### src/rtl/lsu_ext_reqbuf.sv
// External load/store request buffer between the LSU dc3 stage and the system bus.
// In-order FIFO issue, outstanding-transaction tracking, and strict side-effect ordering.
module lsu_ext_reqbuf #(
  parameter int DEPTH = 4,
  parameter int MAX_OUT = 4,
  localparam int TAGW = $clog2(MAX_OUT)
) (
  input  logic            clk,
  input  logic            rst_l,
  input  logic            scan_mode,
  input  logic            enq_valid_dc3,
  input  logic [31:0]     enq_addr_dc3,
  input  logic [1:0]      enq_size_dc3,
  input  logic            enq_write_dc3,
  input  logic [31:0]     enq_wdata_dc3,
  input  logic            enq_sideeffects_dc3,
  output logic            enq_full,
  output logic            bus_req_valid,
  input  logic            bus_req_ready,
  output logic [31:0]     bus_req_addr,
  output logic [1:0]      bus_req_size,
  output logic            bus_req_write,
  output logic [31:0]     bus_req_wdata,
  output logic [TAGW-1:0] bus_req_tag,
  input  logic            bus_rsp_valid,
  input  logic [TAGW-1:0] bus_rsp_tag,
  input  logic            bus_rsp_err,
  output logic            done_valid,
  output logic [TAGW-1:0] done_tag,
  output logic            done_err,
  output logic [TAGW:0]   out_cnt,
  output logic            proto_err,
  output logic            idle
);

  localparam int AW = $clog2(DEPTH);
  localparam int PW = AW + 1;
  localparam logic [TAGW:0]   CNT_MAX  = (TAGW+1)'(MAX_OUT);
  localparam logic [TAGW:0]   CNT_ZERO = (TAGW+1)'(0);
  localparam logic [TAGW:0]   CNT_ONE  = (TAGW+1)'(1);
  localparam logic [TAGW-1:0] TAG_ZERO = TAGW'(0);
  localparam logic [TAGW-1:0] TAG_ONE  = TAGW'(1);
  localparam logic [PW-1:0]   PTR_ZERO = PW'(0);
  localparam logic [PW-1:0]   PTR_ONE  = PW'(1);

  typedef struct packed {
    logic [31:0] addr;
    logic [1:0]  size;
    logic        write;
    logic [31:0] wdata;
    logic        se;
  } entry_t;

  localparam entry_t ENTRY_CLR = '{addr: 32'h0, size: 2'b00, write: 1'b0, wdata: 32'h0, se: 1'b0};

  entry_t            buf_r [DEPTH];
  logic [PW-1:0]     wrptr_r;
  logic [PW-1:0]     rdptr_r;
  logic [TAGW:0]     out_cnt_r;
  logic [TAGW-1:0]   iss_tag_r;
  logic [TAGW-1:0]   exp_tag_r;
  logic              se_inflight_r;
  logic              done_valid_r;
  logic [TAGW-1:0]   done_tag_r;
  logic              done_err_r;
  logic              proto_err_r;

  logic              rst_eff_n_s;
  logic              empty_s;
  logic              full_s;
  entry_t            head_s;
  logic              issue_s;
  logic              hs_s;
  logic              enq_ok_s;
  logic              enq_bad_s;
  logic              rsp_ok_s;
  logic              rsp_stray_s;
  logic              tag_mis_s;
  logic              se_inflight_nxt_s;
  logic [TAGW:0]     out_cnt_nxt_s;

  // Scan holds the asynchronous reset inactive so the flops stay under scan control.
  assign rst_eff_n_s = rst_l | scan_mode;

  assign empty_s = (wrptr_r == rdptr_r);
  assign full_s  = (wrptr_r[AW-1:0] == rdptr_r[AW-1:0]) & (wrptr_r[AW] != rdptr_r[AW]);
  assign head_s  = buf_r[rdptr_r[AW-1:0]];

  assign issue_s = ~empty_s & (out_cnt_r < CNT_MAX) &
                   (~head_s.se | (out_cnt_r == CNT_ZERO)) & ~se_inflight_r;
  assign hs_s    = issue_s & bus_req_ready;

  assign enq_ok_s  = enq_valid_dc3 & ~full_s & (enq_size_dc3 != 2'd3);
  assign enq_bad_s = enq_valid_dc3 & (full_s | (enq_size_dc3 == 2'd3));

  assign rsp_ok_s    = bus_rsp_valid & (out_cnt_r != CNT_ZERO);
  assign rsp_stray_s = bus_rsp_valid & (out_cnt_r == CNT_ZERO);
  assign tag_mis_s   = rsp_ok_s & (bus_rsp_tag != exp_tag_r);

  // A set in the same cycle as the clearing response wins.
  assign se_inflight_nxt_s = (hs_s & head_s.se) | (se_inflight_r & ~rsp_ok_s);

  // Outstanding count: issue and retire in the same cycle cancel out.
  always_comb begin
    out_cnt_nxt_s = out_cnt_r;
    case ({hs_s, rsp_ok_s})
      2'b10:   out_cnt_nxt_s = out_cnt_r + CNT_ONE;
      2'b01:   out_cnt_nxt_s = out_cnt_r - CNT_ONE;
      default: out_cnt_nxt_s = out_cnt_r;
    endcase
  end

  // Request storage written at the write pointer.
  always_ff @(posedge clk or negedge rst_eff_n_s) begin
    if (!rst_eff_n_s) begin
      for (int i = 0; i < DEPTH; i++) begin
        buf_r[i] <= ENTRY_CLR;
      end
    end else if (enq_ok_s) begin
      buf_r[wrptr_r[AW-1:0]] <= '{addr: enq_addr_dc3, size: enq_size_dc3, write: enq_write_dc3,
                                  wdata: enq_wdata_dc3, se: enq_sideeffects_dc3};
    end
  end

  // Pointers, tag counters, outstanding tracking, completions and sticky error.
  always_ff @(posedge clk or negedge rst_eff_n_s) begin
    if (!rst_eff_n_s) begin
      wrptr_r       <= PTR_ZERO;
      rdptr_r       <= PTR_ZERO;
      out_cnt_r     <= CNT_ZERO;
      iss_tag_r     <= TAG_ZERO;
      exp_tag_r     <= TAG_ZERO;
      se_inflight_r <= 1'b0;
      done_valid_r  <= 1'b0;
      done_tag_r    <= TAG_ZERO;
      done_err_r    <= 1'b0;
      proto_err_r   <= 1'b0;
    end else begin
      if (enq_ok_s) begin
        wrptr_r <= wrptr_r + PTR_ONE;
      end
      if (hs_s) begin
        rdptr_r   <= rdptr_r + PTR_ONE;
        iss_tag_r <= iss_tag_r + TAG_ONE;
      end
      if (rsp_ok_s) begin
        exp_tag_r  <= exp_tag_r + TAG_ONE;
        done_tag_r <= bus_rsp_tag;
      end
      out_cnt_r     <= out_cnt_nxt_s;
      se_inflight_r <= se_inflight_nxt_s;
      done_valid_r  <= rsp_ok_s;
      done_err_r    <= rsp_ok_s & (bus_rsp_err | tag_mis_s);
      if (enq_bad_s | rsp_stray_s | tag_mis_s) begin
        proto_err_r <= 1'b1;
      end
    end
  end

  assign enq_full      = full_s;
  assign bus_req_valid = issue_s;
  assign bus_req_addr  = head_s.addr;
  assign bus_req_size  = head_s.size;
  assign bus_req_write = head_s.write;
  assign bus_req_wdata = head_s.wdata;
  assign bus_req_tag   = iss_tag_r;
  assign done_valid    = done_valid_r;
  assign done_tag      = done_tag_r;
  assign done_err      = done_err_r;
  assign out_cnt       = out_cnt_r;
  assign proto_err     = proto_err_r;
  assign idle          = empty_s & (out_cnt_r == CNT_ZERO);

endmodule
### config.mk
export PLATFORM = sky130hd
export DESIGN_NAME = lsu_ext_reqbuf
export DESIGN_NICKNAME = d
export VERILOG_FILES = /design/src/rtl/lsu_ext_reqbuf.sv
export SDC_FILE = /design/constraint.sdc
export NUM_CORES = 1
export LEC_CHECK = 0
export CORE_ASPECT_RATIO = 0.75
export CORE_MARGIN = 2
export CORE_UTILIZATION = 33
export DETAILED_ROUTE_END_ITERATION = 12
export GPL_ROUTABILITY_DRIVEN = 0
export PLACE_DENSITY_LB_ADDON = 0.2
export SYNTH_ARGS = -nofsm -noshare
export SYNTH_HDL_FRONTEND = slang
export SYNTH_SLANG_ARGS = --single-unit
### constraint.sdc
create_clock -name clk -period 11.1 [get_ports clk]
set_input_delay 2.22 -clock clk [delete_from_list [all_inputs] [get_ports clk]]
set_output_delay 2.22 -clock clk [all_outputs]
set_load 0.005 [all_outputs]
==> report_table.html, run 1 <==
<table>
<tr><th>Metric</th><th>Value</th></tr>
<tr><th colspan="2">Outcome</th></tr>
<tr><td>Outcome</td><td>complete, no violations</td></tr>
<tr><th colspan="2">STA</th></tr>
<tr><td>Transition time of the tightest slew-check pin</td><td>991 ps</td></tr>
<tr><td>Share of the cycle needed by the critical path after routing</td><td>0.503</td></tr>
<tr><td>Worst clock skew</td><td>26.6 ps</td></tr>
<tr><td>Number of failing hold endpoints at the final stage</td><td>0</td></tr>
<tr><td>Post-layout min period</td><td>5590 ps</td></tr>
<tr><td>Worst rel slew slack</td><td>0.339</td></tr>
<tr><td>Final setup violation count</td><td>0</td></tr>
<tr><td>Min setup slack post-route</td><td>5510 ps</td></tr>
<tr><td>Fmax</td><td>179 MHz</td></tr>
<tr><td>Number of slew-limit violations in the final report</td><td>0</td></tr>
<tr><td>Setup TNS Final</td><td>0 ps</td></tr>
<tr><td>Unrepaired setup endpoints after global routing</td><td>no</td></tr>
<tr><th colspan="2">Critical path</th></tr>
<tr><td>Critical Path Fanout Max</td><td>36</td></tr>
<tr><td>Critical path capture point type</td><td>output port</td></tr>
<tr><td>Worst path arrival time</td><td>3370 ps</td></tr>
<tr><td>Worst Path Required</td><td>8880 ps</td></tr>
<tr><td>Critical path class</td><td>flop to output port</td></tr>
<tr><td>CP startpoint kind</td><td>flop</td></tr>
<tr><th colspan="2">Logic synthesis</th></tr>
<tr><td>Area share of the leading cell type in the synthesized netlist</td><td>0.570</td></tr>
<tr><td>Most used standard cell by instance count after synthesis</td><td>sky130_fd_sc_hd__dfrtp_1</td></tr>
<tr><td>Synth area leader</td><td>sky130_fd_sc_hd__dfrtp_1</td></tr>
<tr><td>Number of library cell types mapped by synthesis</td><td>33</td></tr>
<tr><td>Number of warnings issued by yosys</td><td>0</td></tr>
<tr><td>Ys flop type</td><td>sky130_fd_sc_hd__dfrtp_1</td></tr>
<tr><td>Total of flip-flops plus latches after synthesis</td><td>291</td></tr>
<tr><td>Post-synth EDFFs</td><td>0</td></tr>
<tr><td>Synth Instances</td><td>747</td></tr>
<tr><td>Syn_nets</td><td>831</td></tr>
<tr><td>Proportion of synthesized chip area in sequential cells</td><td>0.570</td></tr>
<tr><td>Synth area leaders</td><td>sky130_fd_sc_hd__dfrtp_1 57%, sky130_fd_sc_hd__mux2_2 18%, sky130_fd_sc_hd__mux4_2 12%</td></tr>
<tr><td>Post-synthesis instance area</td><td>12800 um2</td></tr>
<tr><td>Post-synthesis average cell area</td><td>17.1 um2</td></tr>
<tr><td>Ys async rst share</td><td>1.00</td></tr>
<tr><td>Top cell types by occurrence after synthesis</td><td>291 x sky130_fd_sc_hd__dfrtp_1, 205 x sky130_fd_sc_hd__mux2_2, 70 x sky130_fd_sc_hd__mux2_1, 68 x sky130_fd_sc_hd__mux4_2, 22 x sky130_fd_sc_hd__buf_4</td></tr>
<tr><th colspan="2">Worst hold path</th></tr>
<tr><td>Min-Delay Path Class</td><td>flop to flop</td></tr>
<tr><th colspan="2">Route</th></tr>
<tr><td>1st-iter DRT viols</td><td>283</td></tr>
<tr><td>Count of nets left with antenna violations after detail routing</td><td>0</td></tr>
<tr><td>Final WL</td><td>27.5 mm</td></tr>
<tr><td>DRC violations left</td><td>0</td></tr>
<tr><td>Number of search-and-repair iterations in the first detailed-routing pass</td><td>5</td></tr>
<tr><td>Vias per Instance</td><td>4.80</td></tr>
<tr><td>Routed vias</td><td>6888</td></tr>
<tr><td>Average wire length per cell after detail routing</td><td>19.2 um</td></tr>
<tr><th colspan="2">Clock network</th></tr>
<tr><td>Clk sink count</td><td>291</td></tr>
<tr><td>Count of hold-fix buffers inserted at cts</td><td>0</td></tr>
<tr><td>TritonCTS clock tree</td><td>done</td></tr>
<tr><td>Post-cts sizing count</td><td>0</td></tr>
<tr><td>Clock-pin slew reported for the worst setup and hold paths after clock tree synthesis</td><td>60 ps</td></tr>
<tr><td>Clock tree root driver cell</td><td>sky130_fd_sc_hd__clkbuf_16</td></tr>
<tr><td>CTS Buffer Depth</td><td>3</td></tr>
<tr><td>Clock insertion delay at the later pin of the skew report</td><td>530 ps</td></tr>
<tr><td>Number of setup buffers added after CTS</td><td>0</td></tr>
<tr><td>TritonCTS Buffers</td><td>34</td></tr>
<tr><td>Clock H-tree levels</td><td>2</td></tr>
<tr><th colspan="2">GRT</th></tr>
<tr><td>Initial antenna violation count</td><td>1</td></tr>
<tr><td>Overflow left after global routing</td><td>0</td></tr>
<tr><td>Overall fraction of global-route tracks in use</td><td>0.141</td></tr>
<tr><td>Maximum number of pins on one net before global-route repair</td><td>167</td></tr>
<tr><td>Global-route wire length before repair</td><td>44.2 mm</td></tr>
<tr><td>Number of global-route vias before repair</td><td>7410</td></tr>
<tr><th colspan="2">Pwr</th></tr>
<tr><td>Final Total Pwr</td><td>5.12 mW</td></tr>
<tr><td>Worst IR drop on VDD</td><td>0.160 mV</td></tr>
<tr><td>Pwr/cell area</td><td>323 nW/um2</td></tr>
<tr><td>Leakage dissipation</td><td>6.31 nW</td></tr>
<tr><th colspan="2">Die</th></tr>
<tr><td>Rows</td><td>62</td></tr>
<tr><td>I/O pins</td><td>157</td></tr>
<tr><td>Area of the die</td><td>40300 um2</td></tr>
<tr><td>X dimension of the die</td><td>231 um</td></tr>
<tr><td>Starting utilization of the core area</td><td>0.334</td></tr>
<tr><td>Floorplan die height</td><td>174 um</td></tr>
<tr><td>Core area</td><td>38200 um2</td></tr>
<tr><th colspan="2">Placement</th></tr>
<tr><td>Detailed Place HPWL</td><td>16.3 mm</td></tr>
<tr><td>Port-buffer cells</td><td>156</td></tr>
<tr><td>Minimum setup slack after placement</td><td>5840 ps</td></tr>
<tr><th colspan="2">Layout</th></tr>
<tr><td>Share of layout cells above drive strength 1</td><td>0.374</td></tr>
<tr><td>Area added between synthesis and finish</td><td>24.0%</td></tr>
<tr><td>Final design utilization</td><td>0.414</td></tr>
<tr><td># nets final</td><td>983</td></tr>
<tr><td>Sequential Area</td><td>7290 um2</td></tr>
<tr><td>Count of fill cells added during filler insertion</td><td>3475</td></tr>
<tr><td>Area used by multi-input combinational logic</td><td>5100 um2</td></tr>
<tr><td>Antenna Diode Count</td><td>0</td></tr>
<tr><th colspan="2">Run</th></tr>
<tr><td>Number of maximum-capacitance violations</td><td>0</td></tr>
</table>
## per-stage QoR
step | instance area, um2 | instances | hold WS [ps]
floorplan | 12800 | 747 | 452
global placement | 14700 | 1375 | 460
detailed placement | 14700 | 1375 | 467
CTS | 15800 | 1434 | 474
global route | 15800 | 1434 | 484
finish | 15800 | 1434 | 472
## final timing paths
kind / slack, ps / from / end / cells after the start
setup reg to reg: 7670 / rdptr_r[0]$_DFFE_PN0P_ / buf_r[66]$_DFFE_PN0P_ / 5
max in group asynchronous: 7100 / scan_mode / rdptr_r[0]$_DFFE_PN0P_ / 4
hold reg to reg: 470 / bus_req_tag[1]$_DFFE_PN0P_ / bus_req_tag[1]$_DFFE_PN0P_ / 1
setup / recovery: 5510 / rdptr_r[0]$_DFFE_PN0P_ / bus_req_addr[6] / 3
min in group asynchronous: 2350 / rst_l / buf_r[73]$_DFFE_PN0P_ / 3
hold / removal: 470 / bus_req_tag[1]$_DFFE_PN0P_ / bus_req_tag[1]$_DFFE_PN0P_ / 1
## sequential cells by signal, summed over array words and instances, names as in the netlist
name / flops
buf_r: 272
out_cnt: 3
rdptr_r: 3
wrptr_r: 3
bus_req_tag: 2
done_tag: 2
exp_tag_r: 2
done_err: 1
done_valid: 1
proto_err: 1
se_inflight_r: 1
## worst max-delay path, stage by stage (launching register included)
cell and delay (ps):
sky130_fd_sc_hd__dfrtp_4 960, sky130_fd_sc_hd__buf_4 760, sky130_fd_sc_hd__mux4_2 650, sky130_fd_sc_hd__clkdlybuf4s50_1 470
## placed cells by master (no fill, tap or decap), types with 5 or more instances in the layout
master and n:
sky130_fd_sc_hd__dfrtp_1 289, sky130_fd_sc_hd__clkbuf_16 35, sky130_fd_sc_hd__mux4_2 68, sky130_fd_sc_hd__clkdlybuf4s50_1 156, sky130_fd_sc_hd__clkbuf_1 6, sky130_fd_sc_hd__ha_1 6
sky130_fd_sc_hd__xor2_1 10, sky130_fd_sc_hd__nand2_1 5, sky130_fd_sc_hd__clkinv_2 6, sky130_fd_sc_hd__buf_4 8, sky130_fd_sc_hd__mux2_1 70, sky130_fd_sc_hd__inv_1 9
sky130_fd_sc_hd__clkbuf_8 8, sky130_fd_sc_hd__mux2_2 205, sky130_fd_sc_hd__nor2_1 5
## power breakdown
| part | switching, mW | total, mW | internal, mW |
|---|---|---|---|
| sequential | 0.326 | 1.93 | 1.60 |
| combinational | 0.695 | 2.06 | 1.36 |
| clock | 0.436 | 1.14 | 0.700 |
| total | 1.46 | 5.12 | 3.66 |
## kinds of logic after synthesis
logic type / after synthesis / share of synthesized area
muxes: 344 / 0.363
DFF: 291 / 0.570
buffers and inverters: 58 / 0.0321
and+or+nand+nor: 26 / 0.0114
xor gates and xnor gates: 16 / 0.0121
adders and majority gates: 7 / 0.00744
AOI/OAI and AO/OA: 5 / 0.00431
## layer usage
metal | wire [um] | vias up | track usage
met5 | 14 | - | 0
met3 | 1300 | 50 | 0.0351
li1 | - | 3080 | -
met4 | 594 | 2 | 0.0406
met1 | 13700 | 3637 | 0.206
met2 | 11900 | 119 | 0.206
## area by class of cell
cell class              count  area share
clock inverters            10     0.00813
clock buffers              49      0.0637
well taps                 512      0.0404
flip-flops and latches    291       0.460
inverters                   9     0.00213
repair buffers            165       0.104
multi-input cells         398       0.322
Note: power is estimated with default switching activity, not from simulation.
==> run 2: changes to the inputs <==
Clock period 11.1 ns to 5.35 ns, I/O delays scaled along.
==> run 2 against run 1 <==
Flip-flop and latch count did not move. Non-clock buffer count rose by 5. Final area rose by 0.66%. Global-route usage barely moved. Combinational power rose by 110%. Via count fell by 0.15%. Critical path depth did not move. Count of clock-buffer cells in the layout fell by 3. Hold slack improved by 8.2 ps. Die area did not move. Clock power rose by 100%. Power rose by 110%. Critical endpoint is now bus_req_wdata[23].
==> report_table.html, run 2 (synthesis gave the netlist of run 1 again) <==
<table>
<tr><th>Metric</th><th>Value</th></tr>
<tr><th colspan="2">Outcome</th></tr>
<tr><td>Outcome</td><td>complete, no violations</td></tr>
<tr><th colspan="2">Critical path</th></tr>
<tr><td>Capture instance of the worst register-to-register path</td><td>buf_r[171]$_DFFE_PN0P_</td></tr>
<tr><td>CP startpoint kind</td><td>flop</td></tr>
<tr><td>Setup slack of the most critical reg-to-reg path</td><td>2150 ps</td></tr>
<tr><td>Number of cell instances on the worst register-to-register path</td><td>5</td></tr>
<tr><td>Slowest-stage cell, CP</td><td>sky130_fd_sc_hd__dfrtp_4</td></tr>
<tr><td>Worst path top cell family by delay</td><td>flip-flops</td></tr>
<tr><td>Worst path arrival time</td><td>2860 ps</td></tr>
<tr><td>Crit path buffers/inverters</td><td>2</td></tr>
<tr><td>Cell-by-cell listing of the critical path</td><td>buf_4 &gt; mux4_2 &gt; clkdlybuf4s50_1</td></tr>
<tr><td>Critical path capture point type</td><td>output port</td></tr>
<tr><td>Critical path class</td><td>flop to output port</td></tr>
<tr><td>Critical Path Fanout Max</td><td>54</td></tr>
<tr><td>Worst Path Required</td><td>4280 ps</td></tr>
<tr><td>Launch point of the worst reg-to-reg path</td><td>rdptr_r[1]$_DFFE_PN0P_</td></tr>
<tr><td>Max stage delay on crit path</td><td>1000 ps</td></tr>
<tr><th colspan="2">Die</th></tr>
<tr><td>I/O pins</td><td>157</td></tr>
<tr><td>Area of the die</td><td>40300 um2</td></tr>
<tr><td>Core area</td><td>38200 um2</td></tr>
<tr><td>X dimension of the die</td><td>231 um</td></tr>
<tr><td>Starting utilization of the core area</td><td>0.334</td></tr>
<tr><td>Floorplan die height</td><td>174 um</td></tr>
<tr><td>Rows</td><td>62</td></tr>
<tr><th colspan="2">Clock network</th></tr>
<tr><td>Clock-pin slew reported for the worst setup and hold paths after clock tree synthesis</td><td>60 ps</td></tr>
<tr><td>Count of hold-fix buffers inserted at cts</td><td>0</td></tr>
<tr><td>CTS Buffer Depth</td><td>3</td></tr>
<tr><td>Clock H-tree levels</td><td>2</td></tr>
<tr><td>Post-cts sizing count</td><td>0</td></tr>
<tr><td>Number of setup buffers added after CTS</td><td>0</td></tr>
<tr><td>TritonCTS clock tree</td><td>done</td></tr>
<tr><td>Clock insertion delay at the later pin of the skew report</td><td>510 ps</td></tr>
<tr><td>Clk sink count</td><td>291</td></tr>
<tr><td>TritonCTS Buffers</td><td>34</td></tr>
<tr><td>Clock tree root driver cell</td><td>sky130_fd_sc_hd__clkbuf_16</td></tr>
<tr><th colspan="2">Route</th></tr>
<tr><td>Average wire length per cell after detail routing</td><td>18.8 um</td></tr>
<tr><td>Final WL</td><td>27.0 mm</td></tr>
<tr><td>Vias per Instance</td><td>4.78</td></tr>
<tr><td>Count of nets left with antenna violations after detail routing</td><td>0</td></tr>
<tr><td>Routed vias</td><td>6878</td></tr>
<tr><td>Number of search-and-repair iterations in the first detailed-routing pass</td><td>4</td></tr>
<tr><td>DRC violations left</td><td>0</td></tr>
<tr><td>1st-iter DRT viols</td><td>302</td></tr>
<tr><th colspan="2">Worst hold path</th></tr>
<tr><td>Min-Delay Path Class</td><td>flop to flop</td></tr>
<tr><td>Startpoint of the lowest-slack hold path</td><td>buf_r[166]$_DFFE_PN0P_</td></tr>
<tr><td>Endpoint with the worst hold slack</td><td>buf_r[166]$_DFFE_PN0P_</td></tr>
<tr><td>Number of cells on the worst hold path</td><td>1</td></tr>
<tr><th colspan="2">GRT</th></tr>
<tr><td>Overall fraction of global-route tracks in use</td><td>0.140</td></tr>
<tr><td>Global-route wire length before repair</td><td>44.2 mm</td></tr>
<tr><td>Number of global-route vias before repair</td><td>7609</td></tr>
<tr><td>Met3 Resource Use GR</td><td>0.0303</td></tr>
<tr><td>Most used routing layer</td><td>met2</td></tr>
<tr><td>Initial antenna violation count</td><td>0</td></tr>
<tr><td>Maximum number of pins on one net before global-route repair</td><td>97</td></tr>
<tr><td>Met1 GRT Util</td><td>0.204</td></tr>
<tr><td>Overflow left after global routing</td><td>0</td></tr>
<tr><td>Met2 Resource Use GR</td><td>0.213</td></tr>
<tr><th colspan="2">STA</th></tr>
<tr><td>Final setup violation count</td><td>0</td></tr>
<tr><td>Worst rel slew slack</td><td>0.408</td></tr>
<tr><td>Post-layout min period</td><td>3930 ps</td></tr>
<tr><td>Number of failing hold endpoints at the final stage</td><td>0</td></tr>
<tr><td>Unrepaired setup endpoints after global routing</td><td>no</td></tr>
<tr><td>Fmax</td><td>255 MHz</td></tr>
<tr><td>Number of slew-limit violations in the final report</td><td>0</td></tr>
<tr><td>Setup TNS Final</td><td>0 ps</td></tr>
<tr><td>Worst clock skew</td><td>11.7 ps</td></tr>
<tr><td>Transition time of the tightest slew-check pin</td><td>888 ps</td></tr>
<tr><td>Share of the cycle needed by the critical path after routing</td><td>0.734</td></tr>
<tr><th colspan="2">Layout</th></tr>
<tr><td># nets final</td><td>988</td></tr>
<tr><td>Area added between synthesis and finish</td><td>24.8%</td></tr>
<tr><td>Most frequent cells in the layout</td><td>289 x sky130_fd_sc_hd__dfrtp_1, 205 x sky130_fd_sc_hd__mux2_2, 156 x sky130_fd_sc_hd__clkdlybuf4s50_1, 70 x sky130_fd_sc_hd__mux2_1, 68 x sky130_fd_sc_hd__mux4_2</td></tr>
<tr><td>Share of layout cells above drive strength 1</td><td>0.378</td></tr>
<tr><td>Final non-filler cell total</td><td>1440</td></tr>
<tr><td>Antenna Diode Count</td><td>0</td></tr>
<tr><td>Most common cell after layout, fill and taps aside</td><td>sky130_fd_sc_hd__dfrtp_1</td></tr>
<tr><td>Final design utilization</td><td>0.417</td></tr>
<tr><td>Final design instance area without fill</td><td>15900 um2</td></tr>
<tr><td>Largest register by flop count</td><td>buf_r</td></tr>
<tr><td>Flip-flop count of the largest register, all copies and words added</td><td>272</td></tr>
<tr><th colspan="2">Placement</th></tr>
<tr><td>Detailed Place HPWL</td><td>16.5 mm</td></tr>
<tr><td>Port-buffer cells</td><td>156</td></tr>
<tr><td>Cell area reported after detailed placement</td><td>14800 um2</td></tr>
<tr><td>Post-Place Cells</td><td>1380</td></tr>
<tr><th colspan="2">Pwr</th></tr>
<tr><td>Leakage dissipation</td><td>6.34 nW</td></tr>
<tr><td>Pwr/cell area</td><td>667 nW/um2</td></tr>
<tr><td>Worst IR drop on VDD</td><td>0.265 mV</td></tr>
<tr><td>Final Total Pwr</td><td>10.6 mW</td></tr>
<tr><th colspan="2">Run</th></tr>
<tr><td>Number of maximum-capacitance violations</td><td>0</td></tr>
</table>
[run 2: per-layer routing]
| metal | routed length (um) | part of all wire | vias to the layer above |
|---|---|---|---|
| li1 | - | - | 3087 |
| met1 | 13200 | 0.49 | 3638 |
| met2 | 12300 | 0.45 | 118 |
| met3 | 1160 | 0.043 | 35 |
| met4 | 417 | 0.015 | 0 |
| met5 | 0 | 0 | - |
[run 2: cell type report]
cell class                      count  area [um2]
Sequential cell                   291        7290
Fill cell                        3486       22300
Timing Repair Buffer              170        1750
Clock buffer                       46         990
Clock inverter                     14         139
Multi-Input combinational cell    398        5100
Tap cell                          512         641
Inverter                            9        33.8
[run 2: worst max-delay path by stage]
stage / slack (ps) / startpoint / endpoint / depth (start not counted)
after floorplan: 1460 / scan_mode / buf_r[0]$_DFFE_PN0P_ / 1
after global placement: 1590 / enq_size_dc3[1] / buf_r[197]$_DFFE_PN0P_ / 6
after detailed placement: 1540 / enq_size_dc3[1] / buf_r[171]$_DFFE_PN0P_ / 6
after CTS: 1320 / rdptr_r[1]$_DFFE_PN0P_ / bus_req_wdata[23] / 3
after global routing: 1310 / rdptr_r[1]$_DFFE_PN0P_ / bus_req_wdata[23] / 3
final: 1420 / rdptr_r[1]$_DFFE_PN0P_ / bus_req_wdata[23] / 3
[run 2: where the power goes]
group	total (mW)	switching [mW]	internal, mW
combinational	4.35	1.49	2.86
sequential	3.95	0.624	3.33
clock	2.33	0.926	1.40
[run 2: per-stage QoR]
stage / hold WS [ps] / setup slack, ps
final: 480 / 1420
after detailed placement: 471 / 1540
after CTS: 484 / 1320
after floorplan: 452 / 1460
after global routing: 491 / 1310
after global placement: 462 / 1590
==> run 3: changes to the inputs <==
Clock period 5.35 ns to 3.4 ns, I/O delays scaled along.
==> run 3 against run 2 <==
Global-route usage rose by 0.20 points. Count of clock-buffer cells in the layout rose by 5. Combinational power grew 63%. Clock power increased by 58%. Critical path depth did not move. Die area unchanged. Via count grew 1.6%. Clock skew grew 7.9 ps. Setup slack worse by 1200 ps. Highest routed layer unchanged.
==> report_table.html, run 3 (synthesis gave the netlist of run 1 again) <==
<table>
<tr><th>Metric</th><th>Value</th></tr>
<tr><th colspan="2">Outcome</th></tr>
<tr><td>Outcome</td><td>complete, no violations</td></tr>
<tr><th colspan="2">Clock network</th></tr>
<tr><td>Clk sink count</td><td>291</td></tr>
<tr><td>Count of hold-fix buffers inserted at cts</td><td>0</td></tr>
<tr><td>Clock-pin slew reported for the worst setup and hold paths after clock tree synthesis</td><td>60 ps</td></tr>
<tr><td>Clock tree root driver cell</td><td>sky130_fd_sc_hd__clkbuf_16</td></tr>
<tr><td>TritonCTS Buffers</td><td>34</td></tr>
<tr><td>TritonCTS clock tree</td><td>done</td></tr>
<tr><td>Clock H-tree levels</td><td>2</td></tr>
<tr><td>Clock insertion delay at the later pin of the skew report</td><td>510 ps</td></tr>
<tr><td>CTS Buffer Depth</td><td>3</td></tr>
<tr><th colspan="2">Worst hold path</th></tr>
<tr><td>Startpoint of the lowest-slack hold path</td><td>buf_r[125]$_DFFE_PN0P_</td></tr>
<tr><td>Number of cells on the worst hold path</td><td>1</td></tr>
<tr><td>Min-Delay Path Class</td><td>flop to flop</td></tr>
<tr><td>Endpoint with the worst hold slack</td><td>buf_r[125]$_DFFE_PN0P_</td></tr>
<tr><th colspan="2">Layout</th></tr>
<tr><td>Largest register by flop count</td><td>buf_r</td></tr>
<tr><td># nets final</td><td>999</td></tr>
<tr><td>Flip-flop count of the largest register, all copies and words added</td><td>272</td></tr>
<tr><td>Share of layout cells above drive strength 1</td><td>0.384</td></tr>
<tr><td>Final design instance area without fill</td><td>16100 um2</td></tr>
<tr><td>Antenna Diode Count</td><td>0</td></tr>
<tr><td>Area added between synthesis and finish</td><td>26.0%</td></tr>
<tr><td>Most common cell after layout, fill and taps aside</td><td>sky130_fd_sc_hd__dfrtp_1</td></tr>
<tr><td>Most frequent cells in the layout</td><td>289 x sky130_fd_sc_hd__dfrtp_1, 205 x sky130_fd_sc_hd__mux2_2, 156 x sky130_fd_sc_hd__clkdlybuf4s50_1, 70 x sky130_fd_sc_hd__mux2_1, 68 x sky130_fd_sc_hd__mux4_2</td></tr>
<tr><td>Final design utilization</td><td>0.421</td></tr>
<tr><th colspan="2">STA</th></tr>
<tr><td>Post-layout min period</td><td>3160 ps</td></tr>
<tr><td>Setup TNS Final</td><td>0 ps</td></tr>
<tr><td>Final setup violation count</td><td>0</td></tr>
<tr><td>Unrepaired setup endpoints after global routing</td><td>no</td></tr>
<tr><td>Min setup slack post-route</td><td>244 ps</td></tr>
<tr><td>Worst clock skew</td><td>19.6 ps</td></tr>
<tr><td>Number of failing hold endpoints at the final stage</td><td>0</td></tr>
<tr><td>Worst rel slew slack</td><td>0.623</td></tr>
<tr><td>Fmax</td><td>317 MHz</td></tr>
<tr><td>Share of the cycle needed by the critical path after routing</td><td>0.928</td></tr>
<tr><td>Number of slew-limit violations in the final report</td><td>0</td></tr>
<tr><td>Transition time of the tightest slew-check pin</td><td>565 ps</td></tr>
<tr><th colspan="2">Route</th></tr>
<tr><td>DRC violations left</td><td>0</td></tr>
<tr><td>Count of nets left with antenna violations after detail routing</td><td>0</td></tr>
<tr><td>Final WL</td><td>27.6 mm</td></tr>
<tr><td>Vias per Instance</td><td>4.81</td></tr>
<tr><td>Routed vias</td><td>6985</td></tr>
<tr><td>Number of search-and-repair iterations in the first detailed-routing pass</td><td>4</td></tr>
<tr><td>1st-iter DRT viols</td><td>345</td></tr>
<tr><td>Average wire length per cell after detail routing</td><td>19.0 um</td></tr>
<tr><th colspan="2">Critical path</th></tr>
<tr><td>Launch point of the worst reg-to-reg path</td><td>rdptr_r[0]$_DFFE_PN0P_</td></tr>
<tr><td>Worst Path Required</td><td>2720 ps</td></tr>
<tr><td>Critical path capture point type</td><td>output port</td></tr>
<tr><td>Worst path arrival time</td><td>2480 ps</td></tr>
<tr><td>Critical Path Fanout Max</td><td>32</td></tr>
<tr><td>CP startpoint kind</td><td>flop</td></tr>
<tr><td>Max stage delay on crit path</td><td>520 ps</td></tr>
<tr><td>Cell-by-cell listing of the critical path</td><td>buf_4 &gt; mux4_2 &gt; clkdlybuf4s50_1</td></tr>
<tr><td>Slowest-stage cell, CP</td><td>sky130_fd_sc_hd__dfrtp_4</td></tr>
<tr><td>Setup slack of the most critical reg-to-reg path</td><td>690 ps</td></tr>
<tr><td>Capture instance of the worst register-to-register path</td><td>out_cnt[2]$_DFFE_PN0P_</td></tr>
<tr><td>Critical path class</td><td>flop to output port</td></tr>
<tr><td>Worst path top cell family by delay</td><td>buffers and inverters</td></tr>
<tr><td>Number of cell instances on the worst register-to-register path</td><td>11</td></tr>
<tr><td>Crit path buffers/inverters</td><td>2</td></tr>
<tr><th colspan="2">Die</th></tr>
<tr><td>Area of the die</td><td>40300 um2</td></tr>
<tr><td>Starting utilization of the core area</td><td>0.334</td></tr>
<tr><td>I/O pins</td><td>157</td></tr>
<tr><td>Rows</td><td>62</td></tr>
<tr><td>X dimension of the die</td><td>231 um</td></tr>
<tr><td>Core area</td><td>38200 um2</td></tr>
<tr><td>Floorplan die height</td><td>174 um</td></tr>
<tr><th colspan="2">GRT</th></tr>
<tr><td>Maximum number of pins on one net before global-route repair</td><td>72</td></tr>
<tr><td>Overall fraction of global-route tracks in use</td><td>0.142</td></tr>
<tr><td>Overflow left after global routing</td><td>0</td></tr>
<tr><td>Global-route wire length before repair</td><td>44.7 mm</td></tr>
<tr><td>Initial antenna violation count</td><td>0</td></tr>
<tr><td>Number of global-route vias before repair</td><td>7445</td></tr>
<tr><th colspan="2">Placement</th></tr>
<tr><td>Detailed Place HPWL</td><td>17.2 mm</td></tr>
<tr><td>Port-buffer cells</td><td>156</td></tr>
<tr><td>Cell area reported after detailed placement</td><td>14900 um2</td></tr>
<tr><td>Minimum setup slack after placement</td><td>385 ps</td></tr>
<tr><th colspan="2">Run</th></tr>
<tr><td>Number of maximum-capacitance violations</td><td>0</td></tr>
<tr><th colspan="2">Pwr</th></tr>
<tr><td>Pwr/cell area</td><td>1050 nW/um2</td></tr>
<tr><td>Final Total Pwr</td><td>16.9 mW</td></tr>
<tr><td>Worst IR drop on VDD</td><td>0.432 mV</td></tr>
<tr><td>Leakage dissipation</td><td>6.43 nW</td></tr>
</table>
==> run 3: cell count changes in the layout (fill, tap and decap cells not counted), sizes merged <==
cell and delta:
clkbuf +5, buf +11, clkinv -1, inv -1, clkinvlp -2
==> run 3: stage by stage <==
step / hold WS (ps) / std cells
2_1_floorplan: 452 / 747
3_3_place_gp: 463 / 1389
3_5_place_dp: 469 / 1389
4_1_cts: 483 / 1452
5_1_grt: 493 / 1452
6_report: 481 / 1452
==> run 3: worst max path at each step <==
stage,start,end,slack [ps],cells past startpoint
after detailed placement,enq_size_dc3[0],buf_r[17]$_DFFE_PN0P_,390,6
after CTS,rdptr_r[1]$_DFFE_PN0P_,bus_req_wdata[28],190,3
after global routing,rdptr_r[1]$_DFFE_PN0P_,bus_req_wdata[28],130,3
after global placement,enq_size_dc3[0],buf_r[11]$_DFFE_PN0P_,400,6
final,rdptr_r[1]$_DFFE_PN0P_,bus_req_wdata[9],240,3
after floorplan,scan_mode,buf_r[0]$_DFFE_PN0P_,-100,1
==> run 3: timing repair <==
action | 4_1_cts | 5_1_grt
gates resized for setup | 0 | 0
setup buffers | 2 | 0
endpoints found under the setup margin | 1 | 0
==> run 3: area by class of cell <==
cell class | count | area (um2)
Clock buffer | 51 | 1040
Clock inverter | 10 | 106
Fill cell | 3461 | 22100
Inverter | 9 | 33.8
Multi-Input combinational cell | 398 | 5100
Sequential cell | 291 | 7290
Tap cell | 512 | 641
Timing Repair Buffer | 181 | 1900
==> run 3: per-layer routing <==
metal  global-route usage  vias up  wire length (um)
li1                     -     3109                 -
met1                0.210     3726             13500
met2                0.210      117             12500
met3               0.0333       33              1210
met4               0.0352        0               433
met5                    0        -                 0
==> run 3: report_power, final <==
group          internal, mW  total, mW  leakage (nW)  switching, mW
registers              5.24       6.12          3.32          0.875
logic                  4.59       7.09          2.55           2.50
clock network          2.27       3.68         0.565           1.41
total                  12.1       16.9          6.43           4.78
